===== config.mk =====
export PLATFORM = sky130hd
export DESIGN_NAME = serial_divider
export DESIGN_NICKNAME = d
export VERILOG_FILES = /design/src/rtl/serial_divider.sv
export SDC_FILE = /design/constraint.sdc
export NUM_CORES = 1
export LEC_CHECK = 0
export ABC_AREA = 1
export BUFFER_PORTS_ARGS = -buffer_cell sky130_fd_sc_hd__buf_2
export CAP_MARGIN = 20
export CORE_MARGIN = 8
export CORE_UTILIZATION = 30
export DETAILED_ROUTE_END_ITERATION = 7
export PLACE_DENSITY_LB_ADDON = 0.05
export SLEW_MARGIN = 40
export SYNTH_ARGS = -nofsm -noshare
export SYNTH_HDL_FRONTEND = slang
export SYNTH_SLANG_ARGS = --single-unit

===== constraint.sdc =====
create_clock -name clk -period 1.74 [get_ports clk]
set_input_delay 0.261 -clock clk [delete_from_list [all_inputs] [get_ports clk]]
set_output_delay 0.261 -clock clk [all_outputs]
set_load 0.005 [all_outputs]

===== src/rtl/serial_divider.sv =====
// Iterative restoring divider: one quotient bit per clock, start/done handshake.
// Optional SERIAL_DIV_DBZ_EN: fast-path zero divisor with a div_by_zero flag.
module serial_divider #(
  parameter int WIDTH = 4
) (
  input  logic             clk,
  input  logic             reset,
  input  logic             Enable,
  input  logic [WIDTH-1:0] dividend,
  input  logic [WIDTH-1:0] divisor,
  output logic [WIDTH-1:0] quotient,
  output logic [WIDTH-1:0] remainder,
  output logic             busy,
  output logic             done,
  output logic             div_by_zero
);

  localparam int CW = $clog2(WIDTH + 1);

  typedef enum logic [1:0] {IDLE, CALC, DONE} state_t;

  state_t           state_q, state_d;
  logic [WIDTH-1:0] q_q, q_d;
  logic [WIDTH-1:0] d_q, d_d;
  // The restored remainder is always below D, so its top bit is never set
  // between iterations; only the shifted value needs the extra bit.
  logic [WIDTH-1:0] r_q, r_d;
  logic [CW-1:0]    cnt_q, cnt_d;
  logic [WIDTH-1:0] quotient_q, quotient_d;
  logic [WIDTH-1:0] remainder_q, remainder_d;
  logic             busy_q, busy_d;
  logic             done_q, done_d;

  logic [WIDTH:0]   r_shift;
  logic [WIDTH:0]   t_diff;
  logic [WIDTH-1:0] q_shift;

`ifdef SERIAL_DIV_DBZ_EN
  logic dbz_q, dbz_d;
  logic dbz_pend_q, dbz_pend_d;
`endif

  always_comb begin
    r_shift     = {r_q, q_q[WIDTH-1]};
    t_diff      = r_shift - {1'b0, d_q};
    q_shift     = {q_q[WIDTH-2:0], ~t_diff[WIDTH]};

    state_d     = state_q;
    q_d         = q_q;
    d_d         = d_q;
    r_d         = r_q;
    cnt_d       = cnt_q;
    quotient_d  = quotient_q;
    remainder_d = remainder_q;
    busy_d      = busy_q;
    done_d      = done_q;
`ifdef SERIAL_DIV_DBZ_EN
    dbz_d       = dbz_q;
    dbz_pend_d  = dbz_pend_q;
`endif

    case (state_q)
      IDLE, DONE: begin
        if (Enable) begin
          q_d     = dividend;
          d_d     = divisor;
          r_d     = '0;
          cnt_d   = '0;
          busy_d  = 1'b1;
          done_d  = 1'b0;
          state_d = CALC;
`ifdef SERIAL_DIV_DBZ_EN
          dbz_d      = 1'b0;
          dbz_pend_d = (divisor == '0);
`endif
        end
      end
      CALC: begin
`ifdef SERIAL_DIV_DBZ_EN
        if (dbz_pend_q) begin
          quotient_d  = '1;
          remainder_d = q_q;
          dbz_d       = 1'b1;
          dbz_pend_d  = 1'b0;
          busy_d      = 1'b0;
          done_d      = 1'b1;
          state_d     = DONE;
        end else
`endif
        begin
          q_d   = q_shift;
          r_d   = t_diff[WIDTH] ? r_shift[WIDTH-1:0] : t_diff[WIDTH-1:0];
          cnt_d = cnt_q + 1'b1;
          if (cnt_q == CW'(WIDTH - 1)) begin
            quotient_d  = q_d;
            remainder_d = r_d;
            busy_d      = 1'b0;
            done_d      = 1'b1;
            state_d     = DONE;
          end
        end
      end
      default: state_d = IDLE;
    endcase
  end

  always_ff @(posedge clk or negedge reset) begin
    if (!reset) begin
      state_q     <= IDLE;
      q_q         <= '0;
      d_q         <= '0;
      r_q         <= '0;
      cnt_q       <= '0;
      quotient_q  <= '0;
      remainder_q <= '0;
      busy_q      <= 1'b0;
      done_q      <= 1'b0;
`ifdef SERIAL_DIV_DBZ_EN
      dbz_q       <= 1'b0;
      dbz_pend_q  <= 1'b0;
`endif
    end else begin
      state_q     <= state_d;
      q_q         <= q_d;
      d_q         <= d_d;
      r_q         <= r_d;
      cnt_q       <= cnt_d;
      quotient_q  <= quotient_d;
      remainder_q <= remainder_d;
      busy_q      <= busy_d;
      done_q      <= done_d;
`ifdef SERIAL_DIV_DBZ_EN
      dbz_q       <= dbz_d;
      dbz_pend_q  <= dbz_pend_d;
`endif
    end
  end

  assign quotient  = quotient_q;
  assign remainder = remainder_q;
  assign busy      = busy_q;
  assign done      = done_q;
`ifdef SERIAL_DIV_DBZ_EN
  assign div_by_zero = dbz_q;
`else
  assign div_by_zero = 1'b0;
`endif

endmodule

Word level (Yosys, flattened, before mapping)
Cells that the tools add are included.
{ "classes": {"add_sub_neg": 2, "eq_ne": 5, "n_mux": 16, "n_bitwise": 1, "n_reduce_logical": 8} }
{ "op_table": {"columns": ["operator", "count"], "rows": [
  ["4-bit one-hot mux with 2 select lines", 2],
  ["4-bit 2-to-1 mux", 3],
  ["2-bit AND reduction", 4],
  ["3-bit one-hot mux with 2 select lines", 1],
  ["5-bit by 4-bit subtractor with 5-bit output", 1],
  ["1-bit 2-to-1 mux", 4],
  ["2-bit 2-to-1 mux", 2],
  ["2-bit != test (second input constant)", 2],
  ["1-bit one-hot mux with 2 select lines", 2],
  ["2-bit one-hot mux with 2 select lines", 1],
  ["3-bit by 1-bit adder with 3-bit output (second input constant)", 1],
  ["3-bit by 2-bit equality test with 1-bit output (second input constant)", 1],
  ["3-bit 2-to-1 mux", 1],
  ["3-bit AND reduction", 1],
  ["2-bit by 1-bit equality test with 1-bit output (second input constant)", 1],
  ["2-bit equality test (second input constant)", 1],
  ["2-bit zero test", 1],
  ["2-bit nonzero test", 1],
  ["2-bit OR reduction", 1],
  ["1-bit inverter", 1]
]} }
{ "totals": {"ff_bits": 27, "in_bits": 11, "output_inout_bits": 11, "wordCells": 41} }

Longest topological paths before layout
Gate-level depths: netlist of run 1.
{ "logic_depth": {"ltp_word": 4, "depth_mapped": 13, "depth_no_buf": 13} }

Least setup slack after synthesis of run 1
No wires, ideal clock.
{ "synth_path": {"path_kind": "flip-flop to flip-flop", "start": "register q_q[3]", "end": "register r_q[3]", "setup_ns": 0.117, "arrival_ns": 1.536, "t_required_ns": 1.623, "setup_slack_ns": 0.088, "path_stages_with_launch": 13, "path_buffers": 0, "period_less_slack_ns": 1.652, "path_cell_list": "dfrtp_1 -> inv_1 -> ha_1 -> inv_1 -> fa_1 -> nand2_1 -> nand2_2 -> nand3b_2 -> nand2_4 -> nand2_2 -> nand2_2 -> nand2_1 -> nand2_1"} }
{ "synth_via": {"elab_chain_cells": 3} }
{ "synth_rtl": {"columns": ["element", "line_no", "rtl"], "rows": [
  ["start: declaration", "23", "logic [WIDTH-1:0] q_q, q_d;"],
  ["start signal: assignment", "124", "q_q <= q_d;"],
  ["5-bit by 4-bit subtractor with 5-bit output", "45", "t_diff = r_shift - {1'b0, d_q};"],
  ["4-bit 2-to-1 mux", "92", "r_d = t_diff[WIDTH] ? r_shift[WIDTH-1:0] : t_diff[WIDTH-1:0];"],
  ["4-bit one-hot mux with 2 select lines", "62", "case (state_q)"],
  ["end signal: assignment", "126", "r_q <= r_d;"],
  ["end: declaration", "27", "logic [WIDTH-1:0] r_q, r_d;"]
]} }
Every way passes these cells.
A chain may end at the register's enable or synchronous reset.

Worst setup path after layout of run 1
{ "layout_path": {"start": "register q_q[3]", "end": "register r_q[0]"} }
{ "layout_via": {"elab_chain_cells": 3} }
{ "layout_rtl": {"columns": ["element", "line_no"], "rows": [
  ["5-bit by 4-bit subtractor with 5-bit output", "45"],
  ["4-bit 2-to-1 mux *", "92"],
  ["4-bit one-hot mux with 2 select lines *", "62"]
]} }
Every way passes the cells marked *; elsewhere a longest branch is shown, timed or not.

==> results of run 1 <==
## sequential cells by signal, summed over array words and instances (netlist names), 2 cells and up
name and cells:
r_q 4, quotient 4, d_q 4, cnt_q 3, q_q 4, remainder 4
state_q 2
## synthesized netlist by cell type, types with 3 or more instances
library cell,instances
nand3_1,10
o21ai_0,9
ha_1,6
buf_4,3
nand2_2,7
o211ai_1,3
inv_1,15
inv_2,3
nand2_1,43
dfrtp_1,27
nor2_1,3
## power breakdown
part	total [uW]	internal [uW]	switching, uW
registers	1090	932	162
logic	2230	905	1330
clock network	371	161	210
total	3690	2000	1700
## stage by stage
stage	util	hold slack, ns	setup slack (ns)	std cells	instance area (um2)
global placement	0.344	0.316	0.0477	218	1490
global route	0.374	0.0502	-0.0612	223	1620
detailed placement	0.344	0.324	0.0168	218	1490
floorplan	-	-0.0346	0.0878	148	1330
finish	0.374	-0.0181	0.0562	223	1620
CTS	0.354	0.0145	0.00125	222	1530
## final cells by class
type                    count  area [um2]
clock inverters             1        5.00
inverters                  18        67.6
well taps                  52        65.1
multi-input cells          99         638
repair buffers             23         123
flip-flops and latches     27         676
fillers                   475        2710
clock buffers               3        41.3
## cells by family (layout without fill, tap and decap cells)
group	count (synthesis)	after routing	synth area share
AND/OR/NAND/NOR	70	70	0.254
flip-flops	27	27	0.507
buffers and inverters	22	45	0.0713
XOR/XNOR	1	1	0.00657
AO/OA/AOI/OAI	20	20	0.0872
other	1	1	0.00281
adder cells (fa/ha/maj)	7	7	0.0713
## cell usage in the layout (no fill, tap or decap)
cell type / n
nand2_1: 40
dfrtp_1: 27
buf_2: 20
inv_1: 13
o21ai_0: 9
nand3_1: 7
nand2_2: 6
inv_2: 5
ha_1: 5
nand2_4: 4
nor2_1: 3
o211ai_1: 3
nand3_2: 3
clkbuf_8: 3
buf_4: 3
nand2_8: 2
nand3b_1: 2
a21oi_1: 2
o22ai_1: 2
o21ai_1: 2
or2_4: 1
nand3b_4: 1
or2_1: 1
xnor2_1: 1
a22o_1: 1
o31ai_1: 1
fa_2: 1
ha_4: 1
conb_1: 1
clkinv_2: 1
## what timing repair did
action,4_1_cts,5_1_grt
setup endpoints to repair,0,10
setup buffers,0,1
resized for setup,0,17
## metal layers
metal	GRT usage	vias to the layer above	part of all wire
met5	0	-	0
met4	0.0362	0	0.0059
met3	0.0206	2	0.039
met2	0.161	11	0.51
met1	0.109	486	0.44
li1	-	515	-
## worst paths after layout
kind                         from          to  slack, ns  cells past startpoint
max in group asynchronous   reset        busy       1.35                      1
min in group clk           Enable  state_q[1]       0.17                      2
min reg2reg                  done        done       0.48                      2
min                         reset      d_q[2]      -0.02                      1
max                        q_q[3]      r_q[0]       0.06                     12
max reg2reg                q_q[3]      r_q[0]       0.06                     12
==> results_dict.tcl, run 1 <==
set metrics [dict create \
    status "finished, violations left" \
    violations "negative hold slack" \
    synth_area_um2 1330 \
    maxCapViolCount 0 \
    crit_type "register to register" \
    crit_path_max_incr_delay_ns 0.38 \
    finalMaxSlewViolations 0 \
    gp_congestion 0.813 \
    viasPerCell 4.55 \
    clk_path_buf_depth 2 \
    antenna_found_initial 0 \
    grt_pass1_wl_um 4840 \
    synth_fp_nets 166 \
    ys_dominant_reg_cell "dfrtp_1" \
    fp.dieW_um 82.7 \
    ys_top_cells_by_area "dfrtp_1 51%, nand2_1 12%, ha_1 5.6%" \
    area_delta_synth_final_pct 21.1 \
    numCtsBuffers 3 \
    rsz0062_at_grt "yes" \
    leakagePower_uw 0.000852 \
    p_total_uw 3690 \
    clkSlewWorstSetupHoldPaths_ns 0.10 \
    async_reset_ff_frac 1.00 \
    num_rows 24 \
    cts_root_buf "clkbuf_8" \
    drc 0 \
    cts-htree-levels 1 \
    grt_pass1_vias 1037 \
    finClkSkew_ns 0.00421 \
    overflow 0 \
    fmax_ghz 0.594 \
    cp_slowest_cell "dfrtp_1" \
    cp-start-kind "register" \
    finalSetupTns_ns 0 \
    initial_core_util 0.308 \
    ant_nets 0 \
    cts_sinks 27 \
    postCtsHoldBufs 0 \
    powerDensity_nw_per_um2 2290 \
    wirelength_um 2870 \
    min_period_over_period 0.968 \
    wl_per_cell_um 12.9 \
    ir_worst_vdd_uv 835 \
    yosysSeqAreaShare 0.507 \
    diodes 0 \
    clk_latency_ns 0.28 \
    cp.required_ns 1.92 \
    arrival_ns 1.86 \
    crit_family "simple AND/OR/NAND/NOR gates" \
    synth_seq_cells 27 \
    path_buf_inv 2 \
    setup-violations-final 0 \
    hold_violations 25 \
    fin_hold_ws_ns -0.0181 \
    drt-initial-drc-count 31 \
    synth_edf_count 0 \
    crit_path_end_kind "register" \
    dieArea_um2 6840 \
    ioPinCount 22 \
    slew_headroom 0.591 \
    tightest_slew_ns 0.614 \
    cp_cell_sequence "inv_2 > ha_4 > inv_2 > fa_2 > nand2_2 > nand2_2 > nand2_2 > nand2_4 > nand2_8 > nand2_1 > nand3_1 > nand2_1" \
    grt_max_degree 28 \
    ys_warn_count 0 \
    hold_class "input port to asynchronous set/reset pin" \
    cp_common_cell "nand2_2" \
    cts_tree "built" \
    first_pass_iters 4 \
    nets 190 \
    coreArea_um2 4320 \
    port_buffers 20 \
    yosys.area.top_type "dfrtp_1" \
    syn_inst 148 \
    syn_area_per_cell_um2 9.01 \
    grt_usage 0.0930 \
    dieHeight_um 82.7 \
    synth_top_area_frac 0.507 \
    vias 1014 \
    dpl.hpwl_um 2100 \
    period_needed_ns 1.68 \
    critical_path.max_fanout 6 \
    ys_types 26 \
    final_layout_size_suffix_gt1_frac 0.298 \
]
Note: power is estimated with default switching activity, not from simulation.
==> run 2, diff against run 1 <==
--- a/config.mk
+++ b/config.mk
@@ -10,6 +10,7 @@
 export CAP_MARGIN = 20
 export CORE_MARGIN = 8
 export CORE_UTILIZATION = 30
+export CTS_BUF_LIST = sky130_fd_sc_hd__clkbuf_2
 export DETAILED_ROUTE_END_ITERATION = 7
 export PLACE_DENSITY_LB_ADDON = 0.05
 export SLEW_MARGIN = 40
==> results_dict.tcl, run 2 (synthesis gave the netlist of run 1 again) <==
set metrics [dict create \
    status "finished clean" \
    fin_hold_ws_ns 0.0722 \
    nets 192 \
    port_buffers 20 \
    hold_violations 0 \
    fp.dieW_um 82.7 \
    slew_headroom 0.588 \
    coreArea_um2 4320 \
    clock_power_share 0.075 \
    antenna_found_initial 0 \
    gp_congestion 0.813 \
    finClkSkew_ns 0.00635 \
    arrival_ns 1.97 \
    p_total_uw 3350 \
    final_layout_size_suffix_gt1_frac 0.272 \
    fmax_ghz 0.600 \
    cts_sinks 27 \
    grt_pass1_wl_um 4800 \
    grt.met2_usage 0.159 \
    viasPerCell 4.50 \
    cts_tree "built" \
    rsz0062_at_grt "yes" \
    drc 0 \
    reg2reg_from "q_q[3]" \
    dieArea_um2 6840 \
    grt_max_degree 28 \
    initial_core_util 0.308 \
    grt_usage 0.0924 \
    cts-htree-levels 1 \
    drt-initial-drc-count 40 \
    comb_power_share 0.600 \
    finalCoreUtilization 0.363 \
    wirelength_um 2820 \
    min_period_over_period 0.958 \
    clk_latency_ns 0.36 \
    grt_pass1_vias 1027 \
    crit_path_end_kind "register" \
    p_seq_frac 0.325 \
    powerDensity_nw_per_um2 2130 \
    fillers 480 \
    power.internal_uw 1820 \
    hold_class "input port to register" \
    maxCapViolCount 0 \
    dieHeight_um 82.7 \
    switching_share 0.458 \
    use_met1 0.109 \
    diodes 0 \
    cts_root_buf "clkbuf_2" \
    clk_path_buf_depth 2 \
    setup-violations-final 0 \
    vias 1012 \
    final_common_cell "nand2_1" \
    ir_worst_vdd_uv 804 \
    min_from "divisor[0]" \
    clkSlewWorstSetupHoldPaths_ns 0.27 \
    design_area_um2 1570 \
    dpl-instance-area_um2 1490 \
    critical_path.max_fanout 6 \
    first_pass_iters 4 \
    met3_usage 0.0206 \
    period_needed_ns 1.67 \
    p_switching_uw 1540 \
    leakagePower_uw 0.000831 \
    finalMaxSlewViolations 0 \
    layout_common_cells "42 x nand2_1, 27 x dfrtp_1, 20 x buf_2" \
    area_delta_synth_final_pct 17.7 \
    cp.required_ns 2.05 \
    num_rows 24 \
    startpoint "q_q[3]" \
    crit_type "register to register" \
    cp-start-kind "register" \
    ant_nets 0 \
    ioPinCount 22 \
    dpl.hpwl_um 2100 \
    wl_per_cell_um 12.5 \
    numCtsBuffers 3 \
    overflow 0 \
    tightest_slew_ns 0.618 \
    top_usage_layer "met2" \
]
==> run 2: cell count changes in the layout (fill, tap and decap cells not counted), sizes merged <==
| cell | delta |
|---|---|
| dlygate4sd3 | +2 |
==> run 2: layout make-up <==
cell class / instances / area [um2] / share of cell area
sequential: 27 / 676 / 0.430
multi-input combinational: 99 / 599 / 0.382
clock buffer: 3 / 15.0 / 0.00956
clock inverter: 1 / 5.00 / 0.00319
inverter: 18 / 67.6 / 0.0430
tap: 52 / 65.1 / 0.0414
timing repair buffer: 25 / 143 / 0.0908
==> run 2: per-layer routing <==
layer	up-vias	wire, um	share of wire
met5	-	0	0
met1	477	1260	0.45
met3	2	127	0.045
li1	519	-	-
met2	14	1420	0.50
met4	0	17	0.0060
==> run 2: final timing paths <==
kind / endpoint / slack, ns / cells past startpoint
setup / recovery: r_q[1] / 0.07 / 12
hold / removal: d_q[0] / 0.07 / 3
setup reg to reg: r_q[1] / 0.07 / 12
hold reg to reg: cnt_q[0] / 0.51 / 1
max in group asynchronous: d_q[0] / 0.96 / 2
min in group asynchronous: r_q[2] / 0.38 / 2
==> run 2: power groups by stage <==
| stage | clock network, uW | logic [uW] | registers [uW] |
|---|---|---|---|
| 6_report | 252 | 2010 | 1090 |
| 5_1_grt | 298 | 2300 | 1140 |
| 4_1_cts | 267 | 1940 | 1080 |
| 3_5_place_dp | 0 | 1890 | 1100 |
| 3_3_place_gp | 0 | 1880 | 1090 |
| 2_1_floorplan | 0 | 1440 | 1080 |
==> run 2: repair_timing <==
action | 4_1_cts | 5_1_grt
endpoints found under the hold margin | 27 | 1
hold buffers | 1 | 1
setup buffers | 0 | 1
gates resized for setup | 2 | 7
pin swaps | 1 | 1
setup endpoints to repair | 3 | 10
==> run 2: through the flow <==
stage | setup slack (ns) | cells | TNS, ns
2_1_floorplan | 0.0878 | 148 | 0
3_3_place_gp | 0.0477 | 218 | 0
3_5_place_dp | 0.0168 | 218 | 0
4_1_cts | 0.0215 | 223 | 0
5_1_grt | -0.0524 | 225 | -0.314
6_report | 0.0731 | 225 | 0
==> run 2: critical path: stages (launching register included) <==
cell     delay [ns]
dfrtp_1        0.43
inv_2          0.07
ha_4           0.13
inv_2          0.04
fa_2           0.34
nand2_2        0.07
nand2_2        0.08
nand2_2        0.08
nand2_4        0.07
nand2_4        0.09
nand2_1        0.08
nand3_1        0.08
nand2_1        0.05
